[config.mk]
export PLATFORM = sky130hd
export DESIGN_NAME = qspi_sram_ctrl
export DESIGN_NICKNAME = d
export VERILOG_FILES = /design/src/rtl/qspi_pkg.sv /design/src/rtl/qspi_sram_ctrl.sv
export SDC_FILE = /design/constraint.sdc
export NUM_CORES = 1
export LEC_CHECK = 0
export BUFFER_PORTS_ARGS = -buffer_cell sky130_fd_sc_hd__buf_2
export CORE_MARGIN = 8
export CORE_UTILIZATION = 58
export CTS_CLUSTER_DIAMETER = 80
export DETAILED_ROUTE_END_ITERATION = 8
export MAX_ROUTING_LAYER = met4
export PLACE_DENSITY = 0.86
export SETUP_SLACK_MARGIN = 0.15
export SLEW_MARGIN = 20
export SYNTH_ARGS = -nofsm -noshare
export SYNTH_HDL_FRONTEND = slang
export SYNTH_SLANG_ARGS = --single-unit
[constraint.sdc]
create_clock -name clk -period 2.95 [get_ports clk]
set_clock_uncertainty 0.05 [all_clocks]
set_input_delay 0.4425 -clock clk [delete_from_list [all_inputs] [get_ports clk]]
set_output_delay 0.4425 -clock clk [all_outputs]
set_load 0.1 [all_outputs]
[src/rtl/qspi_pkg.sv]
// Shared types and defaults for the quad-SPI SRAM controller.
// HOLD exists only when QSPI_BURST_EN is defined (sequential-read streaming).
package qspi_pkg;

  localparam logic [7:0]  CMD_READ_DEF    = 8'hEB;
  localparam logic [7:0]  CMD_WRITE_DEF   = 8'h38;
  localparam int unsigned WAIT_CYCLES_DEF = 4;

  localparam logic [7:0]  CMD_LAST  = 8'd7;
  localparam logic [7:0]  ADDR_LAST = 8'd5;
  localparam logic [7:0]  DATA_LAST = 8'd1;
  localparam logic [7:0]  READ_LAST = 8'd2;

  typedef enum logic [2:0] {
    ST_IDLE,
    ST_CMD,
    ST_ADDR,
    ST_WAIT,
    ST_READ,
    ST_WRITE
`ifdef QSPI_BURST_EN
    , ST_HOLD
`endif
  } state_e;

endpackage

[src/rtl/qspi_sram_ctrl.sv]
// Single-byte quad-SPI (1S-4S-4S) SRAM controller; SCK = clk/2.
// Optional macro QSPI_BURST_EN keeps the device selected after reads for sequential streaming.
module qspi_sram_ctrl
  import qspi_pkg::*;
#(
  parameter logic [7:0]  CMD_READ    = CMD_READ_DEF,
  parameter logic [7:0]  CMD_WRITE   = CMD_WRITE_DEF,
  parameter int unsigned WAIT_CYCLES = WAIT_CYCLES_DEF
) (
  input  logic        clk,
  input  logic        rst_n,
  input  logic        req_valid,
  output logic        req_ready,
  input  logic        req_we,
  input  logic [23:0] req_addr,
  input  logic [7:0]  req_wdata,
  output logic        resp_valid,
  output logic [7:0]  resp_rdata,
  output logic        sck,
  output logic        ss_n,
  output logic [3:0]  sio_out,
  output logic [3:0]  sio_oe,
  input  logic [3:0]  sio_in
);

  state_e      state_q, state_d;
  logic [7:0]  cnt_q, cnt_d;
  logic [1:0]  lead_q, lead_d;
  logic [39:0] shift_q, shift_d;
  logic        we_q, we_d;
  logic        ready_q, ready_d;
  logic        ss_n_q, ss_n_d;
  logic        sck_q, sck_d;
  logic [3:0]  sio_out_q, sio_out_d;
  logic [3:0]  sio_oe_q, sio_oe_d;
  logic        resp_valid_q, resp_valid_d;
  logic [7:0]  resp_rdata_q, resp_rdata_d;
  logic        accept;
`ifdef QSPI_BURST_EN
  logic [23:0] addr_q, addr_d;
`endif

  assign accept = req_valid && ready_q;

  always_comb begin
    state_d      = state_q;
    cnt_d        = cnt_q;
    lead_d       = lead_q;
    shift_d      = shift_q;
    we_d         = we_q;
    ss_n_d       = ss_n_q;
    sck_d        = sck_q;
    sio_out_d    = sio_out_q;
    sio_oe_d     = sio_oe_q;
    resp_valid_d = 1'b0;
    resp_rdata_d = resp_rdata_q;
`ifdef QSPI_BURST_EN
    addr_d       = addr_q;
`endif

    case (state_q)
      ST_IDLE: begin
        if (accept) begin
          shift_d = {(req_we ? CMD_WRITE : CMD_READ), req_addr, req_wdata};
          we_d    = req_we;
          cnt_d   = CMD_LAST;
          lead_d  = 2'd1;
          state_d = ST_CMD;
`ifdef QSPI_BURST_EN
          addr_d  = req_addr;
`endif
        end
      end
`ifdef QSPI_BURST_EN
      ST_HOLD: begin
        if (accept) begin
          addr_d = req_addr;
          we_d   = req_we;
          if (!req_we && (req_addr == addr_q + 24'd1)) begin
            cnt_d   = DATA_LAST;
            lead_d  = 2'd1;
            state_d = ST_READ;
          end else begin
            // Deselect for two extra cycles before restarting with a full command.
            shift_d = {(req_we ? CMD_WRITE : CMD_READ), req_addr, req_wdata};
            cnt_d   = CMD_LAST;
            lead_d  = 2'd3;
            ss_n_d  = 1'b1;
            state_d = ST_CMD;
          end
        end
      end
`endif
      default: begin
        if (lead_q != 2'd0) begin
          lead_d = lead_q - 2'd1;
          if (lead_q == 2'd1 && state_q == ST_CMD) begin
            ss_n_d    = 1'b0;
            sck_d     = 1'b0;
            sio_out_d = {3'b000, shift_q[39]};
            sio_oe_d  = 4'b0001;
            shift_d   = shift_q << 1;
          end
        end else if (!sck_q) begin
          sck_d = 1'b1;
          if (state_q == ST_READ && cnt_q <= 8'd1) begin
            shift_d = {shift_q[35:0], sio_in};
          end
        end else if (cnt_q != 8'd0) begin
          cnt_d = cnt_q - 8'd1;
          sck_d = 1'b0;
          if (state_q == ST_CMD) begin
            sio_out_d = {3'b000, shift_q[39]};
            shift_d   = shift_q << 1;
          end else if (state_q == ST_ADDR || state_q == ST_WRITE) begin
            sio_out_d = shift_q[39:36];
            shift_d   = shift_q << 4;
          end
        end else begin
          sck_d = 1'b0;
          case (state_q)
            ST_CMD: begin
              state_d   = ST_ADDR;
              cnt_d     = ADDR_LAST;
              sio_out_d = shift_q[39:36];
              sio_oe_d  = 4'b1111;
              shift_d   = shift_q << 4;
            end
            ST_ADDR: begin
              if (we_q) begin
                state_d   = ST_WRITE;
                cnt_d     = DATA_LAST;
                sio_out_d = shift_q[39:36];
                sio_oe_d  = 4'b1111;
                shift_d   = shift_q << 4;
              end else begin
                sio_out_d = 4'b0000;
                sio_oe_d  = 4'b0000;
                if (WAIT_CYCLES == 0) begin
                  state_d = ST_READ;
                  cnt_d   = READ_LAST;
                end else begin
                  state_d = ST_WAIT;
                  cnt_d   = 8'(WAIT_CYCLES - 1);
                end
              end
            end
            ST_WAIT: begin
              state_d = ST_READ;
              cnt_d   = READ_LAST;
            end
            default: begin
              sio_out_d    = 4'b0000;
              sio_oe_d     = 4'b0000;
              resp_valid_d = 1'b1;
              if (state_q == ST_READ) begin
                resp_rdata_d = shift_q[7:0];
              end
`ifdef QSPI_BURST_EN
              if (state_q == ST_READ) begin
                ss_n_d  = 1'b0;
                state_d = ST_HOLD;
              end else begin
                ss_n_d  = 1'b1;
                state_d = ST_IDLE;
              end
`else
              ss_n_d  = 1'b1;
              state_d = ST_IDLE;
`endif
            end
          endcase
        end
      end
    endcase

`ifdef QSPI_BURST_EN
    ready_d = (state_d == ST_IDLE) || (state_d == ST_HOLD);
`else
    ready_d = (state_d == ST_IDLE);
`endif
  end

  always_ff @(posedge clk or negedge rst_n) begin
    if (!rst_n) begin
      state_q      <= ST_IDLE;
      cnt_q        <= 8'd0;
      lead_q       <= 2'd0;
      shift_q      <= 40'd0;
      we_q         <= 1'b0;
      ready_q      <= 1'b0;
      ss_n_q       <= 1'b1;
      sck_q        <= 1'b0;
      sio_out_q    <= 4'b0000;
      sio_oe_q     <= 4'b0000;
      resp_valid_q <= 1'b0;
      resp_rdata_q <= 8'd0;
`ifdef QSPI_BURST_EN
      addr_q       <= 24'd0;
`endif
    end else begin
      state_q      <= state_d;
      cnt_q        <= cnt_d;
      lead_q       <= lead_d;
      shift_q      <= shift_d;
      we_q         <= we_d;
      ready_q      <= ready_d;
      ss_n_q       <= ss_n_d;
      sck_q        <= sck_d;
      sio_out_q    <= sio_out_d;
      sio_oe_q     <= sio_oe_d;
      resp_valid_q <= resp_valid_d;
      resp_rdata_q <= resp_rdata_d;
`ifdef QSPI_BURST_EN
      addr_q       <= addr_d;
`endif
    end
  end

  assign req_ready  = ready_q;
  assign resp_valid = resp_valid_q;
  assign resp_rdata = resp_rdata_q;
  assign sck        = sck_q;
  assign ss_n       = ss_n_q;
  assign sio_out    = sio_out_q;
  assign sio_oe     = sio_oe_q;

endmodule

==> After elaboration in Yosys (flattened, before gate mapping) <==
Index checks and enable logic that the tools add are counted.
{ "totals": {"word_cells": 115, "inputBits": 40, "ff_bits": 74, "output_inout_bits": 20} }
{ "op_classes": {"n_eq_ne": 18, "n_lt_le_gt_ge": 1, "bitwise": 4, "muxes": 55, "reduce_logical": 23, "addsub": 2} }
{ "op_table": {"columns": ["op", "n"], "rows": [
  ["2-to-1 mux 40 bit", 10],
  ["case mux 40 bit (2 select lines)", 1],
  ["2-to-1 mux 4 bit", 12],
  ["2-to-1 mux 8 bit", 6],
  ["case mux 4 bit (3 select lines)", 2],
  ["case mux 8 bit (3 select lines)", 1],
  ["2-to-1 mux 3 bit", 6],
  ["AND reduction 5 bit", 3],
  ["2-to-1 mux 1 bit", 12],
  ["AND reduction 6 bit", 2],
  ["case mux 3 bit (3 select lines)", 1],
  ["<= comparator 8 x 1 -> 1 bit (second input constant)", 1],
  ["2-to-1 mux 2 bit", 4],
  ["nonzero test 2 bit", 4],
  ["nonzero test 8 bit", 1],
  ["subtractor 8 x 1 -> 8 bit (second input constant)", 1],
  ["equality test 3 x 2 -> 1 bit (second input constant)", 2],
  ["equality test 3 bit (second input constant)", 2],
  ["logical NOT 3 bit", 2],
  ["inequality test 2 x 1 -> 1 bit (second input constant)", 3],
  ["inequality test 2 bit (second input constant)", 3],
  ["inequality test 6 x 1 -> 1 bit (second input constant)", 1],
  ["inequality test 6 x 4 -> 1 bit (second input constant)", 1],
  ["inequality test 6 x 5 -> 1 bit (second input constant)", 1],
  ["14 further kinds", 21]
]} }

==> Logic depth before layout (Yosys ltp) <==
Gate-level depths: netlist of run 1.
{ "depth": {"depth_word": 8, "mapped_depth": 10, "mapped_depth_nobuf": 7} }

==> Worst setup path after synthesis of run 1 <==
Ideal clock, no wire load.
{ "synth_timing": {"path_kind": "flip-flop to flip-flop", "from": "reg sck_q, in the netlist sck", "to": "reg shift_q[0]", "setup_time_ps": 125, "n_path_buf": 1, "period_less_slack_ps": 2409, "setup_slack_ps": 541, "stages_incl_launch_ff": 7, "arrival_time_ps": 2234, "cell_sequence": "dfrtp_1 and2_1 and3_1 a21oi_1 o211a_4 buf_6 mux2_4"} }
{ "synth_via": {"elab_chain_len": 3, "elab_cells_between_ends": 8, "cone_classes": "eq/ne (3); mux (3); reduce/logical (2)"} }
{ "synth_lines": {"columns": ["item", "line", "rtl"], "rows": [
  ["from (decl)", "qspi_sram_ctrl.sv:33", "logic sck_q, sck_d;"],
  ["from (signal assigned)", "qspi_sram_ctrl.sv:209", "sck_q <= sck_d;"],
  ["branches (longest 3 deep; another with inequality test 6 x 4 -> 1 bit)", null, null],
  ["to (signal assigned)", "qspi_sram_ctrl.sv:205", "shift_q <= shift_d;"],
  ["to (decl)", "qspi_sram_ctrl.sv:29", "logic [39:0] shift_q, shift_d;"]
]} }
Parallel ways; which one is timed is not known.
A chain may end at the register's enable or synchronous reset.

==> Final worst setup path of run 1 <==
{ "layout_timing": {"from": "reg cnt_q[0]", "to": "reg shift_q[13]"} }
{ "layout_via": {"elab_chain_len": 5, "elab_cells_between_ends": 12, "cone_classes": "order compare (1); eq/ne (3); mux (4); reduce/logical (4)"} }
{ "layout_lines": {"columns": ["item", "line", "rtl"], "rows": [
  ["from (decl)", "qspi_sram_ctrl.sv:27", "logic [7:0] cnt_q, cnt_d;"],
  ["from (signal assigned)", "qspi_sram_ctrl.sv:203", "cnt_q <= cnt_d;"],
  ["branches (longest 5 deep; another with <= comparator 8 x 1 -> 1 bit)", null, null]
]} }
Parallel ways; which one is timed is not known.

==> flow_summary.ini, run 1 <==
[die]
start_util = 0.594
core_um2 = 7180
die_x_um = 102
num_rows = 31
die-area_um2 = 10400
die_y_um = 102
pin_count = 60

[cells_and_area]
layout_commonest_cell = nand2_1
fin_nets = 528
layout_common_cells = 76 x nand2_1, 71 x dfrtp_1, 59 x buf_2
antennaDiodeCount = 0
synthToLayoutAreaGrowth_pct = 13.6
drive_above_1_share = 0.287

[clocking]
postCtsSetupBuffers = 0
numCtsBuffers = 9
cts_tree = done
clk_latency_ps = 350
cts_root_buffer = clkbuf_8
clkTransAtPathRegs_ps = 80
clockBufferDepth = 2
cts_resized = 0
h-tree-depth = 3
cts-hold-fix-buffers = 0
clkSinkCount = 72

[place]
hpwl_mm = 7.30
port_buffers = 59
gp_congestion = 0.913

[critical_path]
setup.worst_path.start_class = flip-flop
cp_num_buf_inv = 2
reg2reg_from = cnt_q[0]
r2r_cells = 8
crit_type = flip-flop to flip-flop
cp_cell_sequence = inv_1 -> ha_1 -> nor3b_4 -> a221o_1 -> or2_1 -> o211a_4 -> buf_12 -> mux2_4
required_ps = 3120
crit_fanout = 18
crit_arrival_ps = 2760
slowest_stage = dfrtp_1
cp_top_family = simple AND/OR/NAND/NOR gates
endpoint_kind = flip-flop
rrSetupSlack_ps = 360
slowest_delay_ps = 450
cp-startpoint = cnt_q[0]
reg2reg_to = shift_q[13]

[synthesis]
synth_top_family_by_area = simple AND/OR/NAND/NOR gates
ys_seq_elements = 72
synthCells = 433
yosys.area.top_type = dfrtp_1
syn-num-nets = 477
synth.distinct_cells = 59
synth-simple-area-share = 0.197
synth_xor_area_frac = 0.00205
synth.avg_cell_area_um2 = 9.85
synth.area.top_cells = dfrtp_1 42%, mux2_4 13%, nand2_1 6.7%, o211ai_1 5.6%, nand3_1 4.3%
synth_area_um2 = 4260
synth_top_area_frac = 0.417
synth_seq_area_share = 0.423
async_flop_share = 1.00
synth_mux_area_frac = 0.159
synth_edf_count = 0
synth-compound-area-share = 0.154
synth_adder_area_share = 0.0117
yosys_warnings = 0
synth_ff_type = dfrtp_1

[route]
drt-total-wl_mm = 10.4
drt_iter0_drc = 204
viasPerCell = 6.13
firstDrtPassIters = 5
wire_per_inst_um = 17.8
detail-route-antenna-nets = 0
via_count = 3591
drc = 0

[global_routing]
grt_pass1_wl_mm = 17.8
grt_max_degree = 50
grt_overflow_total = 0
grt_usage = 0.223
grt_pass1_vias = 3708
antenna_found_initial = 0

[timing]
hold_viol = 0
post-route-min-period_ps = 2590
timing.fmax_ghz = 0.387
worst_pin_slew_ps = 761
drv_slew = 0
fin_crit_sh = 0.876
rsz0062_at_grt = false
holdWs_ps = 103
setup_viol = 0
tns_ps = 0
max_slew_margin = 0.493

[run_status]
status = finished, final reports clean

[pwr]
powerDensity_nw_per_um2 = 351
leakage_nw = 2.14
ir_worst_vdd_uv = 207

[hold_path]
min_path_type = input pin to async pin

[run]
cap_violations = 0
-- flip-flops by register name, indices dropped and copies added (netlist names), 2 cells and up --
signal,count
shift_q,40
cnt_q,8
resp_rdata,8
sio_out,4
state_q,3
lead_q,2
sio_oe,2
-- worst reg2reg max path: cells and delay by family, from the launching register on --
kind                     cells  cell delay [ps]
AND/OR/NAND/NOR              2              530
AO/OA/AOI/OAI                2              530
flip-flops                   1              450
buffers and inverters        2              320
multiplexers                 1              320
adder cells (fa/ha/maj)      1              270
-- power breakdown --
part,switching (mW),total (mW),internal [mW]
combinational,0.0291,0.0524,0.0233
clock,0.348,0.662,0.314
sequential,0,0.987,0.987
-- logic make-up after synthesis --
family / count (synthesis)
and+or+nand+nor: 172
buffers and inverters: 44
muxes: 48
AOI/OAI and AO/OA: 92
adders and majority gates: 4
DFF: 72
xor gates and xnor gates: 1
-- layout make-up --
| class | count | area, um2 |
|---|---|---|
| clock buffers | 10 | 138 |
| repair buffers | 72 | 443 |
| multi-input cells | 317 | 2270 |
| flip-flops and latches | 72 | 1800 |
| inverters | 12 | 45.0 |
| well taps | 99 | 124 |
| clock inverters | 4 | 22.5 |
| fillers | 561 | 2330 |
-- through the flow --
stage / utilization / std cells / worst slack (ps) / total power [mW] / cell area (um2)
2_1_floorplan: - / 433 / 541 / 1.01 / 4260
3_3_place_gp: 0.652 / 572 / 496 / 1.06 / 4680
3_5_place_dp: 0.652 / 572 / 351 / 1.06 / 4680
4_1_cts: 0.674 / 586 / 321 / 1.72 / 4840
5_1_grt: 0.675 / 586 / 249 / 1.77 / 4840
6_report: 0.675 / 586 / 364 / 1.70 / 4840
-- metal layers --
metal | wire length (um) | share of wire | track usage
met5 | 0 | 0 | -
met4 | 163 | 0.016 | 0.0825
met3 | 803 | 0.077 | 0.0351
met2 | 5180 | 0.50 | 0.355
met1 | 4290 | 0.41 | 0.280
-- cells in the mapped netlist (5+ instances only) --
| cell type | n |
|---|---|
| o22ai_1 | 5 |
| buf_2 | 10 |
| nand3_1 | 37 |
| buf_6 | 5 |
| nor2b_1 | 5 |
| mux2_4 | 37 |
| o211ai_1 | 32 |
| and3_1 | 5 |
| nor3_1 | 6 |
| mux2_1 | 7 |
| o21ai_0 | 13 |
| a21oi_1 | 9 |
| nor2_1 | 23 |
| nand2_1 | 76 |
| clkbuf_1 | 10 |
| dfrtp_1 | 71 |
| inv_1 | 12 |
| a31oi_1 | 6 |
-- worst max path at each step --
stage / to / depth (start not counted)
2_1_floorplan: shift_q[0] / 6
3_3_place_gp: shift_q[17] / 8
3_5_place_dp: shift_q[24] / 8
4_1_cts: shift_q[13] / 8
5_1_grt: shift_q[13] / 8
6_report: shift_q[13] / 8
Note: power is estimated with default switching activity, not from simulation.
==> inputs of run 2 (changes only) <==
RECOVER_POWER = 50   (was not set)
==> flow_summary.ini, run 2 (synthesized netlist as in run 1, its figures left out) <==
[critical_path]
endpoint_kind = flip-flop
crit_arrival_ps = 2750
reg2reg_to = shift_q[13]
r2r_cells = 8
crit_type = flip-flop to flip-flop
setup.worst_path.start_class = flip-flop
endpoint = shift_q[13]
required_ps = 3120
reg2reg_from = cnt_q[0]
rrSetupSlack_ps = 370
crit_fanout = 18
cp-startpoint = cnt_q[0]

[cells_and_area]
synthToLayoutAreaGrowth_pct = 13.2
antennaDiodeCount = 0
largest_reg_flops = 40
layout_common_cells = 76 x nand2_1, 71 x dfrtp_1, 48 x buf_2
drive_above_1_share = 0.265
stdcell_area_um2 = 4830
post-route-util = 0.673
layout_commonest_cell = nand2_1
fin_nets = 528
regMostFlops = shift_q
fill_cells = 570

[die]
die-area_um2 = 10400
pin_count = 60
die_x_um = 102
core_um2 = 7180
start_util = 0.594
num_rows = 31
die_y_um = 102

[timing]
timing.fmax_ghz = 0.387
tns_ps = 0
fin_crit_sh = 0.875
setup_viol = 0
holdWs_ps = 290
hold_viol = 0
worst_pin_slew_ps = 1820
drv_slew = 33
max_slew_margin = -0.212
rsz0062_at_grt = false
post-route-min-period_ps = 2580

[run]
cap_violations = 1

[place]
gp_congestion = 0.913
place_area_um2 = 4680
port_buffers = 59
hpwl_mm = 7.30

[pwr]
leakage_nw = 2.09
powerDensity_nw_per_um2 = 352
clkPwrFrac = 0.388
ir_worst_vdd_uv = 205
power.switching_uw = 375
p_int_mw = 1.32
power_frac_seq = 0.581
combPwrFrac = 0.031
swShare = 0.221

[route]
viasPerCell = 6.13
firstDrtPassIters = 6
drt_iter0_drc = 189
detail-route-antenna-nets = 0
drc = 0
via_count = 3592
drt-total-wl_mm = 10.4
wire_per_inst_um = 17.7

[global_routing]
grt_overflow_total = 0
grt_pass1_vias = 3708
antenna_found_initial = 0
grt_usage = 0.223
grt_pass1_wl_mm = 17.8
grt_max_degree = 50

[clocking]
cts_root_buffer = clkbuf_8
clkSinkCount = 72
cts-hold-fix-buffers = 0
clk_latency_ps = 350
clkTransAtPathRegs_ps = 70
h-tree-depth = 3
clockBufferDepth = 2
numCtsBuffers = 9
cts_tree = done
postCtsSetupBuffers = 0

[run_status]
status = finished, violations left
failed_checks = capacitance limit, slew limit

[hold_path]
min_path_type = input pin to flip-flop
## run 2: cell count changes in the layout (fill, tap and decap cells not counted), sizes merged
| cell | change |
|---|---|
| buf | -11 |
| clkbuf | +11 |
## run 2: repair_timing
action,4_1_cts,5_1_grt
endpoints found under the setup margin,0,18
resized for setup,0,1
hold endpoints to repair,0,0
## run 2: worst min path at each step
stage / start / endpoint / cells past startpoint / slack [ps]
after floorplan: rst_n / cnt_q[0] / 0 / 100
after global placement: sio_oe[0] / sio_oe[0] / 1 / 420
after detailed placement: resp_rdata[6] / resp_rdata[6] / 1 / 430
after CTS: rst_n / cnt_q[6] / 1 / 130
after global routing: req_we / we_q / 3 / 290
final: req_we / we_q / 3 / 290
## run 2: metal layers
| metal | GRT usage | wire (um) |
|---|---|---|
| met5 | - | 0 |
| met4 | 0.0825 | 181 |
| met3 | 0.0351 | 726 |
| met2 | 0.355 | 5170 |
| met1 | 0.280 | 4320 |
## run 2: power by group through the flow
stage          registers (mW)  clock network, mW  logic [mW]
2_1_floorplan            1.01                  0     0.00385
3_3_place_gp             1.01                  0      0.0525
3_5_place_dp             1.01                  0      0.0540
4_1_cts                 0.987              0.677      0.0541
5_1_grt                 0.986              0.719      0.0606
6_report                0.987              0.660      0.0523
## run 2: final cells by class
class / count / area, um2 / area share
Clock buffer: 10 / 138 / 0.0285
Clock inverter: 4 / 22.5 / 0.00466
Inverter: 12 / 45.0 / 0.00933
Multi-Input combinational cell: 317 / 2270 / 0.470
Timing Repair Buffer: 72 / 429 / 0.0889
Sequential cell: 72 / 1800 / 0.373
Tap cell: 99 / 124 / 0.0257
## run 2: critical path: stages (launching register included)
cell	delay (ps)
dfrtp_1	450
inv_1	100
ha_1	270
nor3b_4	380
a221o_1	230
or2_1	150
o211a_4	290
buf_12	220
mux2_4	310
## run 2: through the flow
| step | std cells | worst slack, ps | power, mW |
|---|---|---|---|
| 6_report | 586 | 369 | 1.70 |
| 5_1_grt | 586 | 249 | 1.77 |
| 4_1_cts | 586 | 321 | 1.72 |
| 3_5_place_dp | 572 | 351 | 1.06 |
| 3_3_place_gp | 572 | 496 | 1.06 |
| 2_1_floorplan | 433 | 541 | 1.01 |
